===== config.mk =====
export PLATFORM = sky130hd
export DESIGN_NAME = dapuf
export DESIGN_NICKNAME = d
export VERILOG_FILES = /design/src/rtl/dapuf_pkg.sv /design/src/rtl/dapuf_chain.sv /design/src/rtl/dapuf.sv
export SDC_FILE = /design/constraint.sdc
export NUM_CORES = 1
export LEC_CHECK = 0
export ABC_AREA = 1
export ABC_CLOCK_PERIOD_IN_PS = 6300
export BUFFER_PORTS_ARGS = -buffer_cell sky130_fd_sc_hd__buf_2
export CAP_MARGIN = 20
export CORE_UTILIZATION = 30
export CTS_BUF_LIST = sky130_fd_sc_hd__clkbuf_4 sky130_fd_sc_hd__clkbuf_8
export CTS_CLUSTER_SIZE = 8
export DETAILED_ROUTE_END_ITERATION = 6
export MAX_ROUTING_LAYER = met4
export PLACE_DENSITY = 0.43
export SLEW_MARGIN = 40
export SYNTH_ARGS = -nofsm -noshare
export SYNTH_HDL_FRONTEND = slang
export SYNTH_HIERARCHICAL = 1
export SYNTH_SLANG_ARGS = --single-unit

===== constraint.sdc =====
create_clock -name clk -period 6.3 [get_ports clk]
set_clock_uncertainty 0.05 [all_clocks]
set_input_delay 1.26 -clock clk [delete_from_list [all_inputs] [get_ports clk]]
set_output_delay 1.26 -clock clk [all_outputs]
set_load 0.01 [all_outputs]

===== src/rtl/dapuf_pkg.sv =====
// Shared types and constants for the Double Arbiter PUF model.
// Build option: define DAPUF_NOISE_EN to enable metastable-arbiter noise.
package dapuf_pkg;

    localparam int unsigned ACC_W  = 16;
    localparam int unsigned DLY_W  = 4;
    localparam int unsigned SKEW_W = 8;
    localparam int unsigned LFSR_W = 16;

    // x^16 + x^14 + x^13 + x^11 + 1 : taps on bits 15, 13, 12, 10
    localparam logic [LFSR_W-1:0] LFSR_TAPS = 16'hB400;

    typedef enum logic [1:0] {IDLE, EVAL, RESOLVE, REARM} state_t;

    // One LFSR word split into the four per-stage delay nibbles
    typedef struct packed {
        logic [DLY_W-1:0] d_xb;
        logic [DLY_W-1:0] d_xt;
        logic [DLY_W-1:0] d_sb;
        logic [DLY_W-1:0] d_st;
    } stage_dly_t;

    function automatic logic [LFSR_W-1:0] lfsr_next(input logic [LFSR_W-1:0] s);
        return {s[LFSR_W-2:0], ^(s & LFSR_TAPS)};
    endfunction

endpackage


===== src/rtl/dapuf_chain.sv =====
// One DAPUF delay chain: delay LFSR plus top/bottom path accumulators.
// Ports: clk, rst_n; i_init loads seed and start offset; i_step advances
// one stage using challenge bit i_c; o_top/o_bot are the path delays.
module dapuf_chain
    import dapuf_pkg::*;
#(
    parameter logic [LFSR_W-1:0] SEED      = 16'hACE1,
    parameter int unsigned       DELAY_MIN = 4
) (
    input  logic             clk,
    input  logic             rst_n,
    input  logic             i_init,
    input  logic [ACC_W-1:0] i_init_off,
    input  logic             i_step,
    input  logic             i_c,
    output logic [ACC_W-1:0] o_top,
    output logic [ACC_W-1:0] o_bot
);

    logic [LFSR_W-1:0] r_lfsr;
    logic [ACC_W-1:0]  r_top;
    logic [ACC_W-1:0]  r_bot;

    stage_dly_t        w_d;
    logic [ACC_W-1:0]  w_st;
    logic [ACC_W-1:0]  w_sb;
    logic [ACC_W-1:0]  w_xt;
    logic [ACC_W-1:0]  w_xb;

    assign w_d  = stage_dly_t'(r_lfsr);
    assign w_st = ACC_W'(w_d.d_st) + ACC_W'(DELAY_MIN);
    assign w_sb = ACC_W'(w_d.d_sb) + ACC_W'(DELAY_MIN);
    assign w_xt = ACC_W'(w_d.d_xt) + ACC_W'(DELAY_MIN);
    assign w_xb = ACC_W'(w_d.d_xb) + ACC_W'(DELAY_MIN);

    // Stage delays come from the current LFSR word; the LFSR then steps
    always_ff @(posedge clk or negedge rst_n) begin
        if (!rst_n) begin
            r_lfsr <= SEED;
            r_top  <= '0;
            r_bot  <= '0;
        end else if (i_init) begin
            r_lfsr <= SEED;
            r_top  <= i_init_off;
            r_bot  <= i_init_off;
        end else if (i_step) begin
            r_lfsr <= lfsr_next(r_lfsr);
            if (i_c) begin
                r_top <= r_bot + w_xt;
                r_bot <= r_top + w_xb;
            end else begin
                r_top <= r_top + w_st;
                r_bot <= r_bot + w_sb;
            end
        end
    end

    assign o_top = r_top;
    assign o_bot = r_bot;

endmodule


===== src/rtl/dapuf.sv =====
// Double Arbiter PUF top: launch edge detect, skew counter, FSM, two
// chains (L, R) and two cross arbiters whose decisions are XORed.
// Ports: clk, rst_n (async, active low), challenge, exciteL, exciteR,
// r1 (response), resp_valid (r1 holds a completed evaluation).
// Build option: DAPUF_NOISE_EN adds a free-running noise LFSR that
// decides arbiters whose inputs lie within NOISE_TH of each other.
module dapuf
    import dapuf_pkg::*;
#(
    parameter int unsigned       N_STAGES  = 64,
    parameter logic [LFSR_W-1:0] SEED_L    = 16'hACE1,
    parameter logic [LFSR_W-1:0] SEED_R    = 16'h1D2B,
    parameter int unsigned       DELAY_MIN = 4,
    parameter int unsigned       SKEW_UNIT = 8,
    parameter int unsigned       NOISE_TH  = 2
) (
    input  logic                clk,
    input  logic                rst_n,
    input  logic [N_STAGES-1:0] challenge,
    input  logic                exciteL,
    input  logic                exciteR,
    output logic                r1,
    output logic                resp_valid
);

    localparam int unsigned STG_W = $clog2(N_STAGES);

    // Reject configurations whose accumulators could wrap
    if ((N_STAGES * (DELAY_MIN + 15) + 255 * SKEW_UNIT >= (1 << ACC_W)) ||
        (NOISE_TH >= (1 << ACC_W))) begin : g_cfg_err
        $error("dapuf: parameter set allows accumulator wrap");
    end

    state_t              r_state;
    logic                r_exc_l;
    logic                r_exc_l_d;
    logic                r_exc_r;
    logic                r_exc_r_d;
    logic                r_lf_l;
    logic                r_lf_r;
    logic [SKEW_W-1:0]   r_skew;
    logic [STG_W-1:0]    r_stage;
    logic [N_STAGES-1:0] r_chal;
    logic                r_r1;
    logic                r_resp_valid;

    logic                w_rise_l;
    logic                w_rise_r;
    logic                w_go_l;
    logic                w_go_r;
    logic                w_init;
    logic                w_step;
    logic [ACC_W-1:0]    w_skew_off;
    logic [ACC_W-1:0]    w_off_l;
    logic [ACC_W-1:0]    w_off_r;
    logic [ACC_W-1:0]    w_l_top;
    logic [ACC_W-1:0]    w_l_bot;
    logic [ACC_W-1:0]    w_r_top;
    logic [ACC_W-1:0]    w_r_bot;
    logic                w_arb_a;
    logic                w_arb_b;

    assign w_rise_l = r_exc_l & ~r_exc_l_d;
    assign w_rise_r = r_exc_r & ~r_exc_r_d;
    assign w_go_l   = r_lf_l | w_rise_l;
    assign w_go_r   = r_lf_r | w_rise_r;
    assign w_init   = (r_state == IDLE) && w_go_l && w_go_r;
    assign w_step   = (r_state == EVAL);

    // The side that launched first is early; the other chain starts late
    assign w_skew_off = ACC_W'(r_skew) * ACC_W'(SKEW_UNIT);
    assign w_off_l    = r_lf_r ? w_skew_off : '0;
    assign w_off_r    = r_lf_l ? w_skew_off : '0;

    dapuf_chain #(.SEED(SEED_L), .DELAY_MIN(DELAY_MIN)) u_chain_l (
        .clk        (clk),
        .rst_n      (rst_n),
        .i_init     (w_init),
        .i_init_off (w_off_l),
        .i_step     (w_step),
        .i_c        (r_chal[r_stage]),
        .o_top      (w_l_top),
        .o_bot      (w_l_bot)
    );

    dapuf_chain #(.SEED(SEED_R), .DELAY_MIN(DELAY_MIN)) u_chain_r (
        .clk        (clk),
        .rst_n      (rst_n),
        .i_init     (w_init),
        .i_init_off (w_off_r),
        .i_step     (w_step),
        .i_c        (r_chal[r_stage]),
        .o_top      (w_r_top),
        .o_bot      (w_r_bot)
    );

`ifdef DAPUF_NOISE_EN
    logic [LFSR_W-1:0] r_noise;
    logic [ACC_W-1:0]  w_diff_a;
    logic [ACC_W-1:0]  w_diff_b;

    always_ff @(posedge clk or negedge rst_n) begin
        if (!rst_n) r_noise <= 16'hBEEF;
        else        r_noise <= lfsr_next(r_noise);
    end

    assign w_diff_a = (w_l_top > w_r_top) ? (w_l_top - w_r_top) : (w_r_top - w_l_top);
    assign w_diff_b = (w_l_bot > w_r_bot) ? (w_l_bot - w_r_bot) : (w_r_bot - w_l_bot);
    // Near-ties model a metastable arbiter resolving randomly
    assign w_arb_a  = (w_diff_a <= ACC_W'(NOISE_TH)) ? r_noise[0] : (w_l_top < w_r_top);
    assign w_arb_b  = (w_diff_b <= ACC_W'(NOISE_TH)) ? r_noise[1] : (w_l_bot < w_r_bot);
`else
    assign w_arb_a  = (w_l_top < w_r_top);
    assign w_arb_b  = (w_l_bot < w_r_bot);
`endif

    // Edge history, launch bookkeeping and evaluation sequencing
    always_ff @(posedge clk or negedge rst_n) begin
        if (!rst_n) begin
            r_state      <= IDLE;
            r_exc_l      <= 1'b0;
            r_exc_l_d    <= 1'b0;
            r_exc_r      <= 1'b0;
            r_exc_r_d    <= 1'b0;
            r_lf_l       <= 1'b0;
            r_lf_r       <= 1'b0;
            r_skew       <= '0;
            r_stage      <= '0;
            r_chal       <= '0;
            r_r1         <= 1'b0;
            r_resp_valid <= 1'b0;
        end else begin
            r_exc_l   <= exciteL;
            r_exc_l_d <= r_exc_l;
            r_exc_r   <= exciteR;
            r_exc_r_d <= r_exc_r;
            unique case (r_state)
                IDLE: begin
                    if (w_go_l && w_go_r) begin
                        r_chal       <= challenge;
                        r_resp_valid <= 1'b0;
                        r_stage      <= '0;
                        r_lf_l       <= 1'b0;
                        r_lf_r       <= 1'b0;
                        r_state      <= EVAL;
                    end else begin
                        if (w_rise_l) r_lf_l <= 1'b1;
                        if (w_rise_r) r_lf_r <= 1'b1;
                        // Count from the first rise; the rise cycle itself counts as one
                        if ((w_go_l ^ w_go_r) && (r_skew != '1)) r_skew <= r_skew + 1'b1;
                    end
                end
                EVAL: begin
                    r_stage <= r_stage + 1'b1;
                    if (r_stage == STG_W'(N_STAGES - 1)) r_state <= RESOLVE;
                end
                RESOLVE: begin
                    r_r1         <= w_arb_a ^ w_arb_b;
                    r_resp_valid <= 1'b1;
                    r_state      <= REARM;
                end
                REARM: begin
                    if (!r_exc_l && !r_exc_r) begin
                        r_skew  <= '0;
                        r_state <= IDLE;
                    end
                end
            endcase
        end
    end

    assign r1         = r_r1;
    assign resp_valid = r_resp_valid;

endmodule


==> results of run 1 <==
power breakdown:
group	total [µW]	internal, µW	switching (µW)
registers	2480	1760	712
clock network	821	326	495
logic	4910	1760	3150
flip-flops by register name (all words and copies together), names as in the netlist, 2 cells and up:
register          cells
r_chal               64
r_skew                8
r_stage               6
r_state               2
u_chain_l/o_bot      16
u_chain_l/o_top      16
u_chain_l/r_lfsr     16
u_chain_r/o_bot      16
u_chain_r/o_top      16
u_chain_r/r_lfsr     16
cells in the mapped netlist, types with 4 or more instances:
cell type | number | area (µm²)
inv_2 | 14 | 52.6
clkbuf_1 | 22 | 82.6
nand4_1 | 16 | 100
o21ai_0 | 92 | 460
a21oi_2 | 4 | 35.0
o22ai_1 | 31 | 194
nand3b_1 | 7 | 52.6
dfrtp_1 | 168 | 4200
xor2_1 | 17 | 149
buf_1 | 7 | 26.3
buf_4 | 6 | 45.0
nand3_1 | 209 | 1050
o211ai_1 | 35 | 263
ha_1 | 102 | 1280
nor2_1 | 111 | 417
dfstp_2 | 16 | 420
nor2_2 | 8 | 50.1
nor3_1 | 11 | 55.1
nor3_2 | 5 | 50.1
a21oi_1 | 70 | 350
nand2_2 | 15 | 93.8
xnor2_1 | 4 | 35.0
nand2_1 | 578 | 2170
o21ai_1 | 18 | 90.1
buf_2 | 30 | 150
a22oi_1 | 12 | 90.1
inv_1 | 239 | 897
fa_1 | 8 | 160
final cells by class:
cell class                 instances  area (µm²)  area share (%)
clock buffer                      19         249            1.71
timing repair buffer              78         455            3.12
clock inverter                    13         119           0.814
multi-input combinational       1394        7460            51.1
tap                              585         732            5.01
sequential                       184        4630            31.7
inverter                         255         960            6.57
metrics by stage:
step | util [%] | setup slack (ns)
3_5_place_dp | 32.7 | 2.89
5_1_grt | 33.7 | 2.47
2_1_floorplan | - | 4.04
4_1_cts | 33.6 | 2.85
3_3_place_gp | 32.7 | 2.20
6_report | 33.7 | 2.89
critical path, stage by stage (launching register included):
cell and delay [ns]:
dfrtp_1 0.84, inv_1 0.37, o21ai_0 0.17, o22ai_1 0.09, a21oi_1 0.12, nand3_1 0.09
nand3_1 0.14, nand2_4 0.31, inv_2 0.61, nand2_1 0.14, o21ai_0 0.16, nand2_1 0.08
a21oi_1 0.13
worst max-delay path by stage:
stage,end,slack (ns)
after detailed placement,u_chain_r/o_top[5],2.89
after global placement,u_chain_l/o_bot[4],2.20
final,u_chain_l/o_bot[4],2.89
after CTS,u_chain_r/o_top[5],2.85
after global routing,u_chain_l/o_top[5],2.47
after floorplan,u_chain_l/o_top[9],4.04
kinds of logic after synthesis:
kind of cell / count (synthesis)
AOI/OAI and AO/OA: 273
xor gates and xnor gates: 21
other: 1
DFF: 184
adders and majority gates: 110
buffers and inverters: 321
and+or+nand+nor: 974
per-layer routing:
metal | GRT usage [%] | vias to the layer above | share of wire (%)
li1 | - | 6208 | -
met1 | 25.5 | 5562 | 49
met2 | 31.2 | 197 | 47
met3 | 2.64 | 42 | 3.1
met4 | 5.28 | 0 | 1.8
met5 | - | - | 0
cells in the final DEF, fill, tap and decap left out, types with 17 or more instances in the layout:
cell type / n
buf_2: 68
o22ai_1: 31
nor2_1: 109
inv_1: 237
a21oi_1: 70
dfrtp_1: 167
nand2_1: 576
o21ai_1: 18
o211ai_1: 35
clkbuf_8: 17
ha_1: 102
nand3_1: 209
o21ai_0: 92
xor2_1: 17
==> out/results.txt, run 1 <==
Status: complete, no violations
Largest family of logic cells by synthesized area: simple AND/OR/NAND/NOR gates
Main synth FF type: dfrtp_1
Startpoint Class: flop
Gpl congestion: 0.847
Hold endpoint: r_exc_r_d
Nets: 2108
Setup TNS: 0 ns
Lkg Pwr: 0.00743 µW
Asr flop ratio synth: 100%
IO buf count: 69
Part of the cycle the worst path needs: 54.1%
Final min period: 3.41 ns
MaxCap Viol Count: 0
First-pass DRT Iterations: 5
First-pass GRT wire length: 65900 µm
Clock Latency Late Sink: 0.51 ns
R2R cell count: 12
Reg2reg end: u_chain_l/o_bot[4]
Post-synthesis sequential area ratio: 34.8%
RSZ-0062 raised after global routing: false
Post-CTS sizing: 0
Post-Synth Simple-Gate Area: 31.5%
Finished Cell Area: 0.0146 mm²
Synthesized area per cell: 7.05 µm²
Compound-Gate Fraction of Synth Area: 11.9%
Clock sink count: 184
Tot GR Track Use: 19.4%
Root Driver: clkbuf_8
Setup bufs post-CTS: 0
Congestion Overflow GR: 0
Hold-fix buffers, CTS: 0
Final WL: 40400 µm
Area Growth Syn to Fin: 9.90%
Starting density of the core: 30.6%
Hold Violations, Final: 0
Num CTS Buffers: 17
Post-route ant nets: 0
WP data required: 6.68 ns
DR iter-0 viols: 586
EDFF count, synth: 0
Die area: 0.0451 mm²
Routed WL per cell: 16.0 µm
Hold Slack: 0.356 ns
Largest net degree at the start of global routing: 94
Critical path arrival: 3.78 ns
Worst hold path stage count: 0
HP Start: r_exc_r
# IOs: 70
Final HPWL DP: 29500 µm
Row Count: 76
Vias in the first global route: 12062
Yosys cell types: 47
Pwr Density: 562 mW/mm²
Fmax: 0.293 GHz
Detailed-route DRC error count: 0
Clk buf depth: 2
Core area: 0.0434 mm²
Layout cells sized above 1: 10.0%
Die Height: 212 µm
R2r setup slk: 2.89 ns
Synth Area in Adders: 10.8%
Chip width: 212 µm
# placed instances: 2495
Initial antenna violation count: 0
Worst slew pin tran: 0.757 ns
Crit path max fanout: 39
Post-Synth XOR/XNOR Area: 1.38%
Max VDD drop: 0.000254 V
Fill count: 4842
Worst min path class: flop to flop
Pwr Total: 8200 µW
Relative max-transition margin: 49.4%
Post-synthesis mux area share: 0%
Worst setup path start: r_stage[1]
Worst Setup End Kind: flop
Vias: 12009
FF-to-FF Start: r_stage[1]
Setup-failing EPs final: 0
Seq cells post-synth: 184
Area of the mapped netlist: 0.0133 mm²
Vias per cell: 4.75
WS Path Type: flop to flop
Antenna cells: 0
Gate Count Post-Synth: 1884
Finished Layout Cells: 2528
Placed Area: 0.0142 mm²
Synth warn: 6
CTS H-tree lvls: 4
Slew Viols, Final: 0
TritonCTS clock tree: built
Clk pin slew, worst setup/hold paths: 0.10 ns
No activity file was read; power rests on OpenSTA's default activity.
==> run 2: changes to the inputs <==
--- a/config.mk
+++ b/config.mk
@@ -6,7 +6,7 @@
 export NUM_CORES = 1
 export LEC_CHECK = 0
 export ABC_AREA = 1
-export ABC_CLOCK_PERIOD_IN_PS = 6300
+export ABC_CLOCK_PERIOD_IN_PS = 3300
 export BUFFER_PORTS_ARGS = -buffer_cell sky130_fd_sc_hd__buf_2
 export CAP_MARGIN = 20
 export CORE_UTILIZATION = 30
==> constraint.sdc (replaced) <==
create_clock -name clk -period 3.3 [get_ports clk]
set_clock_uncertainty 0.05 [all_clocks]
set_input_delay 0.66 -clock clk [delete_from_list [all_inputs] [get_ports clk]]
set_output_delay 0.66 -clock clk [all_outputs]
set_load 0.01 [all_outputs]
==> out/results.txt, run 2 (same netlist as run 1, synthesis figures left out) <==
Setup bufs post-CTS: 0
Die area: 0.0451 mm²
Status: complete, no violations
WS Path Type: flop to flop
IO buf count: 69
Vias: 12179
First-pass DRT Iterations: 5
Vias in the first global route: 12190
Crit path buf inv count: 2
Largest register FFs: 64
Slew Viols, Final: 0
Critical-path cell list: inv_2, o21ai_0, o211ai_1, nand3_1, nand2_1, nand3_1, nand2_2, buf_4, o21ai_0, o22ai_1, nand2_1, a21oi_1
Layout cells sized above 1: 10.7%
Clk network pwr share: 10.2%
Switching share of power: 52.6%
Fmax: 0.370 GHz
Critical path arrival: 3.09 ns
WP data required: 3.69 ns
Hold-fix buffers, CTS: 0
Die Height: 212 µm
Slowest CP cell: dfrtp_1
Largest register by flop count: r_chal
Row Count: 76
Setup-failing EPs final: 0
Most frequent cells in the layout: 576 x nand2_1, 239 x inv_1, 209 x nand3_1, 168 x dfrtp_1, 109 x nor2_1
Relative max-transition margin: 50.8%
Footprint of the multi-input gates: 0.00745 mm²
RSZ-0062 raised after global routing: false
Worst Setup End Kind: flop
Post-route ant nets: 0
Clock Latency Late Sink: 0.51 ns
Commonest non-fill, non-tap cell in the layout: nand2_1
Detailed-route DRC error count: 0
Final HPWL DP: 31000 µm
TritonCTS clock tree: built
Gate power share: 60.9%
Seq pwr share: 28.8%
Fill count: 4827
Lkg Pwr: 0.00753 µW
CP delay by family, top: compound AO/OA/AOI/OAI gates
Starting density of the core: 30.6%
DR iter-0 viols: 742
Core area: 0.0434 mm²
Hold Violations, Final: 0
Tot GR Track Use: 20.0%
Root Driver: clkbuf_8
MaxCap Viol Count: 0
Part of the cycle the worst path needs: 81.8%
Worst path max stage delay: 0.42 ns
Routed WL per cell: 16.3 µm
Area Growth Syn to Fin: 11.1%
Clk buf depth: 2
FF/Latch Area: 0.00462 mm²
Final WL: 41400 µm
Num CTS Buffers: 17
CTS H-tree lvls: 4
# IOs: 70
Nets: 2125
First-pass GRT wire length: 67700 µm
Clock sink count: 184
Initial antenna violation count: 1
Vias per cell: 4.78
Pwr Density: 1090 mW/mm²
Largest net degree at the start of global routing: 70
Startpoint Class: flop
Worst slew pin tran: 0.738 ns
Congestion Overflow GR: 0
Clk pin slew, worst setup/hold paths: 0.11 ns
Max VDD drop: 0.000394 V
Post-CTS sizing: 0
Setup TNS: 0 ns
Crit path max fanout: 36
Gpl congestion: 0.834
Worst min path class: input pin to asynchronous set/reset pin
Switching pwr: 8450 µW
Final min period: 2.70 ns
Chip width: 212 µm
Core Util, Final: 34.0%
Power Internal: 7620 µW
run 2: worst paths after layout:
| path | to | cells after the start | slack, ns | from |
|---|---|---|---|---|
| worst min-delay path | r_chal[56] | 1 | 0.04 | rst_n |
| worst max-delay path | u_chain_l/o_top[5] | 12 | 0.60 | r_stage[0] |
| min in group clk | r_exc_r | 1 | 0.20 | exciteR |
| max in group asynchronous | r_chal[22] | 2 | 2.28 | rst_n |
| worst min register to register | r_exc_r_d | 0 | 0.36 | r_exc_r |
| worst max register to register | u_chain_l/o_top[5] | 12 | 0.60 | r_stage[0] |
run 2: area by class of cell:
class	instances	share of cell area [%]
sequential	184	31.3
inverter	255	6.50
antenna	1	0.0170
clock inverter	12	0.915
multi-input combinational	1394	50.5
tap	585	4.96
clock buffer	20	1.82
timing repair buffer	95	3.98
run 2: through the flow:
step	hold slack (ns)	power (µW)	cell area, µm²	cells	worst slack [ns]
global placement	0.335	14500	14400	2513	0.590
global route	0.0756	18000	14800	2546	0.314
CTS	0.0579	16300	14800	2545	0.516
floorplan	0.314	11400	13300	1899	1.04
detailed placement	0.349	14500	14400	2513	0.554
finish	0.0417	16100	14800	2546	0.600
run 2: routing by layer:
metal	routed length (µm)	track usage (%)	vias up
li1	-	-	6239
met1	19900	26.2	5692
met5	0	-	-
met2	19500	32.2	215
met4	578	4.52	0
met3	1440	3.29	33
run 2: power by group through the flow:
stage               sequential, µW  clock, µW  combinational (µW)
finish                        4640       1650                9790
global route                  4790       1800               11400
CTS                           4660       1720                9890
detailed placement            4710          0                9830
global placement              4700          0                9750
floorplan                     4050          0                7390
==> run 3: changes to the inputs <==
--- a/config.mk
+++ b/config.mk
@@ -6,7 +6,7 @@
 export NUM_CORES = 1
 export LEC_CHECK = 0
 export ABC_AREA = 1
-export ABC_CLOCK_PERIOD_IN_PS = 3300
+export ABC_CLOCK_PERIOD_IN_PS = 2500
 export BUFFER_PORTS_ARGS = -buffer_cell sky130_fd_sc_hd__buf_2
 export CAP_MARGIN = 20
 export CORE_UTILIZATION = 30
==> constraint.sdc (replaced) <==
create_clock -name clk -period 2.5 [get_ports clk]
set_clock_uncertainty 0.05 [all_clocks]
set_input_delay 0.5 -clock clk [delete_from_list [all_inputs] [get_ports clk]]
set_output_delay 0.5 -clock clk [all_outputs]
set_load 0.01 [all_outputs]
==> out/results.txt, run 3 (same netlist as run 1, synthesis figures left out) <==
DR iter-0 viols: 647
Die Height: 212 µm
Lkg Pwr: 0.00793 µW
Hold Slack: 0.0740 ns
Worst hold path stage count: 1
Setup-failing EPs final: 0
Max VDD drop: 0.000488 V
Worst Setup End Kind: flop
Gpl congestion: 0.868
Worst min path class: input pin to flop
Startpoint Class: flop
# placed instances: 2552
R2r setup slk: 0.14 ns
Final WL: 42900 µm
Clk pin slew, worst setup/hold paths: 0.10 ns
Chip width: 212 µm
Starting density of the core: 30.6%
Layout cells sized above 1: 15.3%
IO buf count: 69
Die area: 0.0451 mm²
CTS H-tree lvls: 4
Finished Layout Cells: 2605
Hold endpoint: r_exc_l
WS Path Type: flop to flop
Setup TNS: 0 ns
Clk buf depth: 2
Slew Viols, Final: 0
MaxCap Viol Count: 0
Tot GR Track Use: 19.8%
Most frequent cells in the layout: 564 x nand2_1, 236 x inv_1, 203 x nand3_1, 165 x dfrtp_1, 107 x nor2_1
Hold Violations, Final: 0
Placed Area: 0.0147 mm²
Critical path arrival: 2.71 ns
Root Driver: clkbuf_8
Vias: 12518
Finished Cell Area: 0.0157 mm²
Final HPWL DP: 31000 µm
Antenna cells: 0
Core Util, Final: 36.1%
Num CTS Buffers: 17
Clock sink count: 184
WP data required: 2.85 ns
Reg2reg end: u_chain_l/o_top[10]
Congestion Overflow GR: 0
Commonest non-fill, non-tap cell in the layout: nand2_1
First-pass DRT Iterations: 5
Core area: 0.0434 mm²
Clock Latency Late Sink: 0.52 ns
Relative max-transition margin: 65.5%
FF-to-FF Start: r_stage[0]
Status: complete, no violations
R2R cell count: 14
Vias per cell: 4.81
Routed WL per cell: 16.5 µm
Worst slew pin tran: 0.517 ns
Largest register FFs: 64
Vias in the first global route: 12329
Largest register by flop count: r_chal
Final min period: 2.36 ns
Row Count: 76
Crit path max fanout: 16
# IOs: 70
Nets: 2185
TritonCTS clock tree: built
Fmax: 0.423 GHz
Largest net degree at the start of global routing: 70
HP Start: exciteL
Part of the cycle the worst path needs: 94.5%
Pwr Density: 1520 mW/mm²
Detailed-route DRC error count: 0
Post-route ant nets: 0
Area Growth Syn to Fin: 17.8%
Initial antenna violation count: 0
First-pass GRT wire length: 67300 µm
[run 3: cell types whose count changed in the layout (fill, tap and decap cells not counted), moves of 4 or more]
cell,change
o21ai_1,+11
buf_4,+40
fa_1,-6
nand2_1,-12
ha_2,+5
nand3_1,-6
clkbuf_16,+4
buf_12,+8
ha_1,-6
nand3_2,+5
o21ai_0,-12
nand2_2,+10
fa_2,+6
[run 3: worst max-delay path, stage by stage, from the launching register on]
cell and delay (ns):
dfrtp_2 0.47, clkinv_4 0.12, buf_8 0.17, o21ai_1 0.12, o22ai_1 0.13, a21oi_1 0.15, nand3_1 0.11, nand3_2 0.14
nand2_8 0.12, buf_4 0.17, clkbuf_16 0.18, nand3_1 0.08, o21ai_0 0.09, nand2_1 0.07, nand3_1 0.06
[run 3: per-stage QoR]
stage          total power, µW  setup WS (ns)
3_5_place_dp             19900        -0.0974
4_1_cts                  22700        0.00448
2_1_floorplan            15100          0.237
5_1_grt                  26100        -0.0164
3_3_place_gp             19800        -0.0926
6_report                 23700          0.137
[run 3: cell type report]
cell class / instances / area (µm²)
Clock buffer: 18 / 241
Clock inverter: 14 / 209
Fill cell: 4769 / 27700
Inverter: 255 / 978
Multi-Input combinational cell: 1394 / 7610
Sequential cell: 184 / 4630
Tap cell: 585 / 732
Timing Repair Buffer: 154 / 1240
Timing Repair inverter: 1 / 5.00
[run 3: what timing repair did]
item / CTS / global route
pin swaps: 1 / 16
setup buffers: 0 / 13
hold endpoints to repair: 48 / 0
hold buffers: 1 / 0
gates cloned: 1 / 6
endpoints found under the setup margin: 16 / 74
resized for setup: 9 / 63
[run 3: layer usage]
metal	track usage, %	up-vias	share of wire (%)
li1	-	6361	-
met1	26.2	5938	49
met2	32.4	194	47
met3	2.82	25	2.9
met4	3.65	0	1.1
met5	-	-	0
[run 3: worst max-delay path by stage]
| stage | cells past startpoint | start | to |
|---|---|---|---|
| after floorplan | 12 | u_chain_l/r_lfsr[10] | u_chain_l/o_top[9] |
| after global placement | 12 | r_stage[1] | u_chain_r/o_top[5] |
| after detailed placement | 12 | r_stage[1] | u_chain_r/o_top[5] |
| after CTS | 11 | r_stage[2] | u_chain_l/o_bot[4] |
| after global routing | 14 | r_stage[0] | u_chain_r/o_bot[9] |
| final | 14 | r_stage[0] | u_chain_l/o_top[10] |
[run 3: report_power, final]
part / switching (µW) / internal (µW)
sequential: 1570 / 4450
combinational: 9100 / 6210
clock: 1250 / 1130
total: 11900 / 11800
